[config.mk]
export PLATFORM = sky130hd
export DESIGN_NAME = muldiv_seq
export DESIGN_NICKNAME = d
export VERILOG_FILES = /design/src/rtl/muldiv_seq.sv
export SDC_FILE = /design/constraint.sdc
export NUM_CORES = 1
export LEC_CHECK = 0
export ABC_CLOCK_PERIOD_IN_PS = 3970
export BUFFER_PORTS_ARGS = -buffer_cell sky130_fd_sc_hd__buf_2
export CORE_ASPECT_RATIO = 1.2
export CORE_MARGIN = 1.5
export CORE_UTILIZATION = 60
export CTS_CLUSTER_SIZE = 10
export DETAILED_ROUTE_END_ITERATION = 12
export PLACE_DENSITY = 0.77
export SLEW_MARGIN = 20
export SYNTH_ARGS = -nofsm -noshare
export SYNTH_HDL_FRONTEND = slang
export SYNTH_SLANG_ARGS = --single-unit
[constraint.sdc]
create_clock -name clk -period 3.97 [get_ports clk]
set_input_delay 0.1985 -clock clk [delete_from_list [all_inputs] [get_ports clk]]
set_output_delay 0.1985 -clock clk [all_outputs]
set_load 0.03 [all_outputs]
[src/rtl/muldiv_seq.sv]
// Multi-cycle MUL / signed DIV sequencer that runs beside the single-cycle ALU.
// One iteration per cycle: shift-add for MUL, restoring division on magnitudes
// for DIV. The quotient sign is applied in FIX, and the result is published in DONE.
module muldiv_seq #(
    parameter int         WIDTH  = 32,
    parameter logic [4:0] OP_MUL = 5'b00110,
    parameter logic [4:0] OP_DIV = 5'b01000
) (
    input  logic             clk,
    input  logic             rst_n,
    input  logic             start,
    input  logic [4:0]       opcode,
    input  logic [WIDTH-1:0] a,
    input  logic [WIDTH-1:0] b,
    input  logic             flush,
    output logic             busy,
    output logic             stall,
    output logic             done,
    output logic [WIDTH-1:0] result,
    output logic [1:0]       flags,
    output logic             div0
);

    // One extra bit so the counter can hold WIDTH without wrapping.
    localparam int CW = $clog2(WIDTH) + 1;

    typedef enum logic [1:0] {
        ST_IDLE = 2'd0,
        ST_CALC = 2'd1,
        ST_FIX  = 2'd2,
        ST_DONE = 2'd3
    } state_t;

    state_t           state_r, state_s;
    logic [CW-1:0]    cnt_r;
    logic [WIDTH:0]   rem_r;      // MUL accumulator (low bits) / DIV partial remainder
    logic [WIDTH-1:0] opa_r;      // MUL multiplicand / DIV dividend shifting into quotient
    logic [WIDTH-1:0] opb_r;      // MUL multiplier / DIV divisor magnitude
    logic             is_div_r;
    logic             neg_r;
    logic             busy_r, done_r, div0_r;
    logic [WIDTH-1:0] result_r;
    logic [1:0]       flags_r;

    logic             op_ok_s, accept_s, div_zero_s;
    logic [WIDTH-1:0] mul_sum_s;
    logic [WIDTH:0]   rem_sh_s, diff_s;
    logic [WIDTH-1:0] fix_res_s;

    // Two's-complement magnitude; the most-negative value maps to itself as an unsigned value.
    function automatic logic [WIDTH-1:0] abs_val(input logic [WIDTH-1:0] v);
        return v[WIDTH-1] ? ((~v) + WIDTH'(1)) : v;
    endfunction

    // N and Z flags of a result word.
    function automatic logic [1:0] flags_of(input logic [WIDTH-1:0] r);
        return {r[WIDTH-1], (r == '0)};
    endfunction

    // Request decode: flush in IDLE blocks acceptance.
    always_comb begin
        op_ok_s    = (opcode == OP_MUL) || (opcode == OP_DIV);
        accept_s   = (state_r == ST_IDLE) && start && !flush && op_ok_s;
        div_zero_s = accept_s && (opcode == OP_DIV) && (b == '0);
    end

    // Per-iteration datapath terms and the FIX-stage result.
    always_comb begin
        mul_sum_s = rem_r[WIDTH-1:0] + (opb_r[0] ? opa_r : '0);
        rem_sh_s  = {rem_r[WIDTH-1:0], opa_r[WIDTH-1]};
        diff_s    = rem_sh_s - {1'b0, opb_r};
        if (is_div_r) begin
            fix_res_s = neg_r ? ((~opa_r) + WIDTH'(1)) : opa_r;
        end else begin
            fix_res_s = rem_r[WIDTH-1:0];
        end
    end

    // Next-state logic.
    always_comb begin
        state_s = state_r;
        case (state_r)
            ST_IDLE: begin
                if (accept_s) begin
                    state_s = div_zero_s ? ST_DONE : ST_CALC;
                end else begin
                    state_s = ST_IDLE;
                end
            end
            ST_CALC: begin
                if (flush) begin
                    state_s = ST_IDLE;
                end else if (cnt_r == CW'(WIDTH - 1)) begin
                    state_s = ST_FIX;
                end else begin
                    state_s = ST_CALC;
                end
            end
            ST_FIX: begin
                if (flush) begin
                    state_s = ST_IDLE;
                end else begin
                    state_s = ST_DONE;
                end
            end
            ST_DONE: state_s = ST_IDLE;
            default: state_s = ST_IDLE;
        endcase
    end

    // State register plus busy/done registered from the next state.
    always_ff @(posedge clk or negedge rst_n) begin
        if (!rst_n) begin
            state_r <= ST_IDLE;
            busy_r  <= 1'b0;
            done_r  <= 1'b0;
        end else begin
            state_r <= state_s;
            busy_r  <= (state_s == ST_CALC) || (state_s == ST_FIX);
            done_r  <= (state_s == ST_DONE);
        end
    end

    // Operand latch, iteration datapath and result/flags/div0 registers.
    always_ff @(posedge clk or negedge rst_n) begin
        if (!rst_n) begin
            cnt_r    <= '0;
            rem_r    <= '0;
            opa_r    <= '0;
            opb_r    <= '0;
            is_div_r <= 1'b0;
            neg_r    <= 1'b0;
            div0_r   <= 1'b0;
            result_r <= '0;
            flags_r  <= 2'b00;
        end else begin
            case (state_r)
                ST_IDLE: begin
                    if (accept_s) begin
                        cnt_r    <= '0;
                        rem_r    <= '0;
                        is_div_r <= (opcode == OP_DIV);
                        neg_r    <= a[WIDTH-1] ^ b[WIDTH-1];
                        div0_r   <= div_zero_s;
                        if (opcode == OP_DIV) begin
                            opa_r <= abs_val(a);
                            opb_r <= abs_val(b);
                        end else begin
                            opa_r <= a;
                            opb_r <= b;
                        end
                        if (div_zero_s) begin
                            result_r <= '1;
                            flags_r  <= 2'b10;
                        end
                    end
                end
                ST_CALC: begin
                    if (!flush) begin
                        cnt_r <= cnt_r + CW'(1);
                        if (is_div_r) begin
                            rem_r <= diff_s[WIDTH] ? rem_sh_s : diff_s;
                            opa_r <= {opa_r[WIDTH-2:0], ~diff_s[WIDTH]};
                        end else begin
                            rem_r <= {1'b0, mul_sum_s};
                            opa_r <= opa_r << 1;
                            opb_r <= opb_r >> 1;
                        end
                    end
                end
                ST_FIX: begin
                    if (!flush) begin
                        result_r <= fix_res_s;
                        flags_r  <= flags_of(fix_res_s);
                    end
                end
                default: begin
                end
            endcase
        end
    end

    // Output drive; stall must react to start in the same cycle.
    always_comb begin
        busy   = busy_r;
        done   = done_r;
        result = result_r;
        flags  = flags_r;
        div0   = div0_r;
        stall  = busy_r || accept_s;
    end

endmodule

== Yosys cells after proc, flatten, opt, wreduce, memory -nomap -nowiden ==
Cells that the tools add are included.

* Register bits: 143
* Bits of input ports: 73
* Output and inout bits: 38
* Logic and storage cells: 92

* Add/subtract/negate cells: 6
* Eq/ne operators: 14
* Multiplexer cells: 37
* Bitwise operators: 5
* Reduce and logical (&&, ||, !) cells: 18

{| class="wikitable"
|+ Operator list
! kind !! count
|-
| 2-to-1 mux 32 bit || 19
|-
| one-hot mux 32 bit (2 select lines) || 4
|-
| adder 32 x 1 -> 32 bit, second input constant || 3
|-
| inverter 32 bit || 3
|-
| logical NOT 32 bit || 2
|-
| subtractor 33 x 32 -> 33 bit || 1
|-
| adder 32 bit || 1
|-
| 2-to-1 mux 2 bit || 8
|-
| 2-to-1 mux 6 bit || 2
|-
| one-hot mux 6 bit (2 select lines) || 1
|-
| inequality test 2 bit, second input constant || 5
|-
| equality test 2 bit, second input constant || 4
|-
| one-hot mux 2 bit (4 select lines) || 1
|-
| AND reduction 4 bit || 2
|-
| adder 6 x 1 -> 6 bit, second input constant || 1
|-
| equality test 6 x 5 -> 1 bit, second input constant || 1
|-
| equality test 5 x 3 -> 1 bit, second input constant || 1
|-
| equality test 5 x 4 -> 1 bit, second input constant || 1
|-
| logical AND 1 bit || 5
|-
| equality test 2 x 1 -> 1 bit, second input constant || 2
|-
| one-hot mux 2 bit (2 select lines) || 1
|-
| nonzero test 2 bit || 2
|-
| logical OR 1 bit || 3
|-
| AND reduction 3 bit || 1
|-
| 6 further kinds || 6
|}

== Logic depth before layout (Yosys ltp) ==
Gate-level depths: netlist of the first run.

* Word-level depth: 11
* Mapped depth: 14
* Depth with buffers taken out: 14

== Worst setup path after synthesis of the first run ==
Ideal clock, no wire load.

* Path type: flip-flop to flip-flop
* Start point: register opb_r[0]
* End point: register rem_r[30]
* Library setup time: 0.141 ns
* Arrival: 3.320 ns
* Data required time: 3.829 ns
* Setup slack: 0.509 ns
* Stages on the path, launching flop included: 14
* Path buffers: 1
* Period minus slack after synthesis: 3.461 ns
* Path through: dfrtp_1 -> clkbuf_1 -> and2_1 -> ha_1 -> and3_1 -> o21ai_0 -> nand2_1 -> o31a_1 -> a2111oi_0 -> o31ai_1 -> a211o_1 -> a21oi_1 -> xor2_1 -> a31oi_1

* Longest elaborated chain between the ends: 5
* Elaborated cells between the ends (all ways): 7
* Classes of those cells: add/sub: 2; mux: 5

{| class="wikitable"
|+ RTL lines
! item !! RTL line !! RTL
|-
| from (decl) || 38 || <nowiki>logic [WIDTH-1:0] opb_r;</nowiki>
|-
| from (signal assigned) || 147 || <nowiki>opb_r <= abs_val(b);</nowiki>
|-
| from (signal assigned) || 167 || <nowiki>opb_r <= opb_r >> 1;</nowiki>
|-
| subtractor 33 x 32 -> 33 bit / 2-to-1 mux 32 bit (equally long branches) || 71, 69 ||
|-
| 2-to-1 mux 32 bit / adder 32 bit (equally long branches) || 162, 69 ||
|-
| 2-to-1 mux 32 bit (*) || 161 || <nowiki>if (is_div_r) begin</nowiki>
|-
| 2-to-1 mux 32 bit (*) || 159 || <nowiki>if (!flush) begin</nowiki>
|-
| one-hot mux 32 bit (2 select lines) (*) || 137 || <nowiki>case (state_r)</nowiki>
|-
| to (signal assigned) || 162 || <nowiki>rem_r <= diff_s[WIDTH] ? rem_sh_s : diff_s;</nowiki>
|-
| to (signal assigned) || 165 || <nowiki>rem_r <= {1'b0, mul_sum_s};</nowiki>
|-
| to (decl) || 36 || <nowiki>logic [WIDTH:0] rem_r;</nowiki>
|}

Mark *: on every way between the ends. The rest lies on a longest branch, timed or not. The select of a mux whose other input is x is not followed.
A chain may end at the register's enable or synchronous reset.

== Worst setup path after layout of the first run ==
* Start point: register opa_r[31]
* End point: register rem_r[12]

* Longest elaborated chain between the ends: 5

{| class="wikitable"
|+ RTL lines
! item !! RTL line !! RTL
|-
| from (decl) || 37 || <nowiki>logic [WIDTH-1:0] opa_r;</nowiki>
|-
| from (signal assigned) || 146 || <nowiki>opa_r <= abs_val(a);</nowiki>
|-
| from (signal assigned) || 163 || <nowiki>opa_r <= {opa_r[WIDTH-2:0], ~diff_s[WIDTH]};</nowiki>
|-
| from (signal assigned) || 166 || <nowiki>opa_r <= opa_r << 1;</nowiki>
|-
| subtractor 33 x 32 -> 33 bit || 71 || <nowiki>diff_s = rem_sh_s - {1'b0, opb_r};</nowiki>
|-
| 2-to-1 mux 32 bit || 162 ||
|-
| 2-to-1 mux 32 bit || 161 ||
|-
| 2-to-1 mux 32 bit || 159 ||
|-
| one-hot mux 32 bit (2 select lines) || 137 ||
|}

No other way between the ends. The select of a mux whose other input is x is not followed.

==> results of run 1 <==
-- flip-flops by register name (all words and copies together), names as in the netlist --
signal    cells
busy          1
cnt_r         6
div0          1
done          1
flags         1
is_div_r      1
neg_r         1
opa_r        32
opb_r        32
rem_r        32
result       32
state_r       2
-- cell families after synthesis --
| logic type | count (synthesis) | share of synthesized area (%) |
|---|---|---|
| compound gates | 534 | 27.67 |
| xor+xnor | 145 | 10.51 |
| fa+ha+maj | 71 | 7.473 |
| buf+inv | 145 | 4.647 |
| flops | 142 | 29.39 |
| mux | 19 | 1.594 |
| simple gates | 468 | 18.72 |
-- where the power goes --
group | total (mW) | switching [mW] | internal (mW)
combinational | 5.70 | 3.28 | 2.42
sequential | 2.34 | 0.559 | 1.78
clock | 1.74 | 0.669 | 1.07
total | 9.78 | 4.51 | 5.27
-- critical path, stage by stage, from the launching register on --
cell	delay, ps
dfrtp_1	420
inv_1	100
ha_1	250
fa_1	410
nand2b_1	180
a21o_1	200
a211o_1	280
nand3_1	200
a211o_1	170
a41o_1	310
xor2_4	390
buf_12	220
mux2i_1	190
a21oi_1	80
a31o_2	220
-- stage by stage --
stage                     instances  setup slack (ps)
after floorplan                1524             508.9
after global placement         1836             397.8
after detailed placement       1836             290.3
after CTS                      1868             291.7
after global routing           1869             46.21
final                          1869             257.4
-- layout make-up --
class | count | area [um2]
multi-input combinational | 1237 | 8026
fill | 1670 | 6048
sequential | 142 | 3553
timing repair buffer | 140 | 817.0
clock buffer | 18 | 439.2
tap | 261 | 326.6
inverter | 58 | 217.7
clock inverter | 13 | 190.2
-- layer usage --
layer	wire [um]	vias to the layer above
met5	0	-
met4	1348	0
met3	1487	93
met2	17100	330
met1	14160	5555
li1	-	5632
-- final timing paths --
check	depth (start not counted)	to	startpoint
max	14	rem_r[12]$_DFFE_PN0P_	opa_r[31]$_DFFE_PN0P_
min	3	opa_r[26]$_DFFE_PN0P_	a[26]
max reg2reg	14	rem_r[12]$_DFFE_PN0P_	opa_r[31]$_DFFE_PN0P_
min reg2reg	2	opb_r[10]$_DFFE_PN0P_	opb_r[10]$_DFFE_PN0P_
max in group asynchronous	3	result[4]$_DFFE_PN0P_	rst_n
min in group asynchronous	2	result[30]$_DFFE_PN0P_	rst_n
-- timing repair --
item                                    4_1_cts  5_1_grt
hold buffers                                  1        0
endpoints found under the setup margin        0        1
resized for setup                             0        2
endpoints found under the hold margin        80        0
-- synthesized netlist by cell type, types with 5 or more instances --
cell      instances  area [um2]
dfrtp_1         142        3553
a211oi_1         11       82.58
mux2i_1          17       170.2
nand4_1          15       93.84
o22a_1            6       52.55
inv_1            58       217.7
nand2b_1         16       100.1
o21ai_0         138       690.7
nand3_1          20       100.1
or4_1             7       52.55
xor2_1           67       586.8
ha_1             69       863.3
nor2b_1          12       75.07
a21o_1           45       337.8
a31o_2            5       43.79
a211o_1           8       70.07
nor2_1          156       585.6
o31ai_1          24       180.2
nor4_1            9       56.30
clkbuf_1         76       285.3
o21bai_1         10       75.07
and2_1           38       237.7
and3_1           12       75.07
a22oi_1          43       322.8
or3_1            10       62.56
nor3_1           25       125.1
o211ai_1          9       67.56
buf_2             5       25.02
a31oi_1          22       137.6
o21a_1            6       45.04
or2_2             6       37.54
a221o_1           5       50.05
o41ai_1          10       87.58
nand2_1         120       450.4
xnor2_1          78       683.2
a21oi_1         160       800.8
==> impl_metrics.env, run 1 <==
export IMPL_drtPass1Iterations=6
export IMPL_timing_hold_violations_final=0
export IMPL_fin_util_pct=69.17
export IMPL_globalplace_congestion=0.9512
export IMPL_outcome="complete, no violations"
export IMPL_async_reset_ff_share_pct=100.0
export IMPL_setup_violations=0
export IMPL_slew_viol_final=0
export IMPL_drtAntennaViolNets=0
export IMPL_final_common_cell="a21oi_1"
export IMPL_period_share_pct=93.52
export IMPL_drc=0
export IMPL_critPathMaxFanout=19
export IMPL_design_area_mm2=0.01357
export IMPL_die_w_um=132.6
export IMPL_rsz0062_at_grt="false"
export IMPL_h_tree_depth=4
export IMPL_ys_ff_latch=142
export IMPL_grt_max_degree=83
export IMPL_startpoint_type="register"
export IMPL_drv_cap=0
export IMPL_busiest_layer="met2"
export IMPL_synth_nets=1668
export IMPL_tns_ps=0
export IMPL_coreArea_mm2=0.01962
export IMPL_rows=56
export IMPL_finalPower_mw=9.781
export IMPL_grt_pass1_wl_um=55350
export IMPL_grt_util_met2_pct=58.61
export IMPL_clock_sinks=142
export IMPL_cts_tree="built"
export IMPL_criticalPathCategory="reg2reg"
export IMPL_die_area_mm2=0.02101
export IMPL_overflow=0
export IMPL_area_delta_synth_final_pct=12.25
export IMPL_diodes=0
export IMPL_skew_ps=9.843
export IMPL_fin_nets=1740
export IMPL_grt_usage_pct=32.94
export IMPL_peakVddDrop_mv=0.5035
export IMPL_critPathRequiredTime_ps=4290
export IMPL_hpwlAfterDp_um=25820
export IMPL_synth_edff_count=0
export IMPL_grt_util_met3_pct=5.667
export IMPL_start_util_pct=61.62
export IMPL_worst_pin_slew_ps=845.9
export IMPL_grt_pass1_vias=11260
export IMPL_root_buffer="clkbuf_16"
export IMPL_antenna_found_initial=0
export IMPL_crit_path_end_kind="register"
export IMPL_die_h_um=158.5
export IMPL_path_clk_slew_ps=60
export IMPL_synth_area_mm2=0.01209
export IMPL_synthCells=1524
export IMPL_vias=11610
export IMPL_leakage_nw=6.350
export IMPL_gr_usage_met1_pct=38.67
export IMPL_yosysSeqAreaShare_pct=29.39
export IMPL_hold_path_class="in2reg"
export IMPL_numCtsBuffers=17
export IMPL_fin_crit_ps=3713
export IMPL_post_cts_buffers=0
export IMPL_syn_area_per_cell_um2=7.932
export IMPL_drt_initial_drc_count=818
export IMPL_p_per_area_mw_per_mm2=720.7
export IMPL_final_cell_mix="a21oi_1 (160), nor2_1 (153), dfrtp_1 (142)"
export IMPL_io_buffers=110
export IMPL_io_pins=111
export IMPL_routed_wl_um=34100
export IMPL_rrSetupSlack_ps=260
export IMPL_placed_cell_area_mm2=0.01289
export IMPL_whs_ps=86.28
export IMPL_clock_latency_ps=440
export IMPL_arrival_ps=4030
export IMPL_drive_above_1_share_pct=12.62
export IMPL_viasPerCell=6.212
export IMPL_clockBufferDepth=2
export IMPL_yosys_warnings=0
export IMPL_maxSlewHeadroom_pct=43.61
export IMPL_synth_flop_cell="dfrtp_1"
export IMPL_synth_distinct_cells=71
export IMPL_wl_per_cell_um=18.24
export IMPL_fmax_mhz=269.4
No activity file was read; power rests on OpenSTA's default activity.
==> run 2, diff against run 1 <==
==> constraint.sdc (replaced) <==
create_clock -name clk -period 3.97 [get_ports clk]
set_input_delay 0.794 -clock clk [delete_from_list [all_inputs] [get_ports clk]]
set_output_delay 0.794 -clock clk [all_outputs]
set_load 0.03 [all_outputs]
==> run 2 against run 1 <==
Against the previous run:
- clock power is 9.8% lower
- highest routed layer unchanged
- sequential share of layout area rose by 0.061 points
- largest cell class unchanged
- worst hold slack improved by 310 ps
- first-iteration DRC count decreased by 7.1%
- cell area down 0.23%
==> impl_metrics.env, run 2 (synthesized netlist as in run 1, its figures left out) <==
export IMPL_outcome="complete, no violations"
export IMPL_startpoint="opb_r[0]$_DFFE_PN0P_"
export IMPL_die_w_um=132.6
export IMPL_fin_nets=1747
export IMPL_die_h_um=158.5
export IMPL_drive_above_1_share_pct=13.06
export IMPL_skew_ps=16.59
export IMPL_numCtsBuffers=17
export IMPL_clockBufferDepth=2
export IMPL_viasPerCell=6.235
export IMPL_slew_viol_final=0
export IMPL_worst_pin_slew_ps=868.0
export IMPL_drc=0
export IMPL_wl_per_cell_um=18.00
export IMPL_final_common_cell="a21oi_1"
export IMPL_h_tree_depth=4
export IMPL_leakage_nw=6.365
export IMPL_path_clk_slew_ps=80
export IMPL_start_util_pct=61.62
export IMPL_drtPass1Iterations=6
export IMPL_critPathMaxFanout=28
export IMPL_peakVddDrop_mv=0.4488
export IMPL_antenna_found_initial=0
export IMPL_post_cts_buffers=0
export IMPL_grt_max_degree=81
export IMPL_grt_usage_pct=32.39
export IMPL_critPathRequiredTime_ps=4260
export IMPL_cts_tree="built"
export IMPL_cts_resized=0
export IMPL_timing_hold_violations_final=0
export IMPL_reg2regPathDepth=14
export IMPL_drtAntennaViolNets=0
export IMPL_diodes=0
export IMPL_rrSetupSlack_ps=270
export IMPL_hold_path_class="in2async"
export IMPL_arrival_ps=3990
export IMPL_rows=56
export IMPL_vias=11700
export IMPL_root_buffer="clkbuf_16"
export IMPL_coreArea_mm2=0.01962
export IMPL_setup_violations=0
export IMPL_drv_cap=0
export IMPL_area_delta_synth_final_pct=12.00
export IMPL_fin_crit_ps=3698
export IMPL_die_area_mm2=0.02101
export IMPL_globalplace_congestion=0.9219
export IMPL_overflow=0
export IMPL_holdBufCountCts=0
export IMPL_r2r_end="rem_r[30]$_DFFE_PN0P_"
export IMPL_criticalPathCategory="reg2reg"
export IMPL_setup_worst_path_end="rem_r[30]$_DFFE_PN0P_"
export IMPL_grt_pass1_vias=11160
export IMPL_maxSlewHeadroom_pct=41.60
export IMPL_regToRegStartpoint="opb_r[0]$_DFFE_PN0P_"
export IMPL_fmax_mhz=270.4
export IMPL_p_per_area_mw_per_mm2=708.9
export IMPL_clock_sinks=142
export IMPL_drt_initial_drc_count=760
export IMPL_clock_latency_ps=440
export IMPL_period_share_pct=93.15
export IMPL_grt_pass1_wl_um=54390
export IMPL_whs_ps=395.6
export IMPL_tns_ps=0
export IMPL_io_buffers=110
export IMPL_rsz0062_at_grt="false"
export IMPL_final_cell_mix="a21oi_1 (160), nor2_1 (153), dfrtp_1 (142)"
export IMPL_routed_wl_um=33780
export IMPL_io_pins=111
export IMPL_crit_path_end_kind="register"
export IMPL_startpoint_type="register"
export IMPL_hpwlAfterDp_um=25970
[run 2: changes by cell type in the layout (fill, tap and decap cells not counted), sizes merged]
cell         delta
inv            +12
buf             +8
clkbuf          -1
clkinv          -3
clkinvlp        -3
dlygate4sd3     -1
bufinv          -4
[run 2: area by class of cell]
| cell class | count | area (um2) |
|---|---|---|
| flip-flops and latches | 142 | 3553 |
| inverters | 58 | 217.7 |
| clock buffers | 17 | 425.4 |
| repair buffers | 147 | 859.6 |
| clock inverters | 15 | 138.9 |
| fillers | 1651 | 6080 |
| well taps | 261 | 326.6 |
| multi-input cells | 1237 | 8018 |
[run 2: per-stage QoR]
stage	area, um2	cells	power [mW]	setup WS [ps]	utilization (%)
floorplan	12090	1524	6.472	508.9	-
global placement	12970	1845	7.852	328.2	66.14
detailed placement	12970	1845	7.940	271.4	66.14
CTS	13540	1877	9.555	338.5	69.01
global route	13540	1877	10.33	48.10	69.01
finish	13540	1877	9.598	271.8	69.01
[run 2: routing by layer]
layer | GRT usage [%] | routed length (um) | up-vias
li1 | - | - | 5660
met1 | 39.19 | 14010 | 5590
met2 | 56.97 | 16890 | 370
met3 | 4.935 | 1665 | 83
met4 | 15.38 | 1218 | 0
met5 | 0 | 0 | -
[run 2: worst min-delay path by stage]
stage | slack (ps) | startpoint | depth (start not counted) | endpoint
after floorplan | 450 | opb_r[3]$_DFFE_PN0P_ | 1 | opb_r[3]$_DFFE_PN0P_
after global placement | 460 | opb_r[29]$_DFFE_PN0P_ | 2 | opb_r[29]$_DFFE_PN0P_
after detailed placement | 470 | opb_r[3]$_DFFE_PN0P_ | 1 | opb_r[3]$_DFFE_PN0P_
after CTS | 420 | rst_n | 1 | opa_r[28]$_DFFE_PN0P_
after global routing | 450 | rst_n | 1 | opa_r[27]$_DFFE_PN0P_
final | 400 | rst_n | 1 | opa_r[28]$_DFFE_PN0P_
[run 2: worst max-delay path, cell delays in order (launching register included)]
cell       delay, ps
dfrtp_1          450
buf_4            240
and2_1           180
ha_1             350
and3_1           190
o21ai_0          330
nand2_1           90
o31a_1           310
a2111oi_0        340
buf_4            210
o31ai_1          130
a211o_1          280
a21oi_1          180
xor2_1           160
a31oi_1           90
[run 2: where the power goes]
group / switching (mW) / internal (mW)
clock: 0.733 / 0.835
combinational: 3.22 / 2.47
sequential: 0.560 / 1.78
total: 4.51 / 5.09
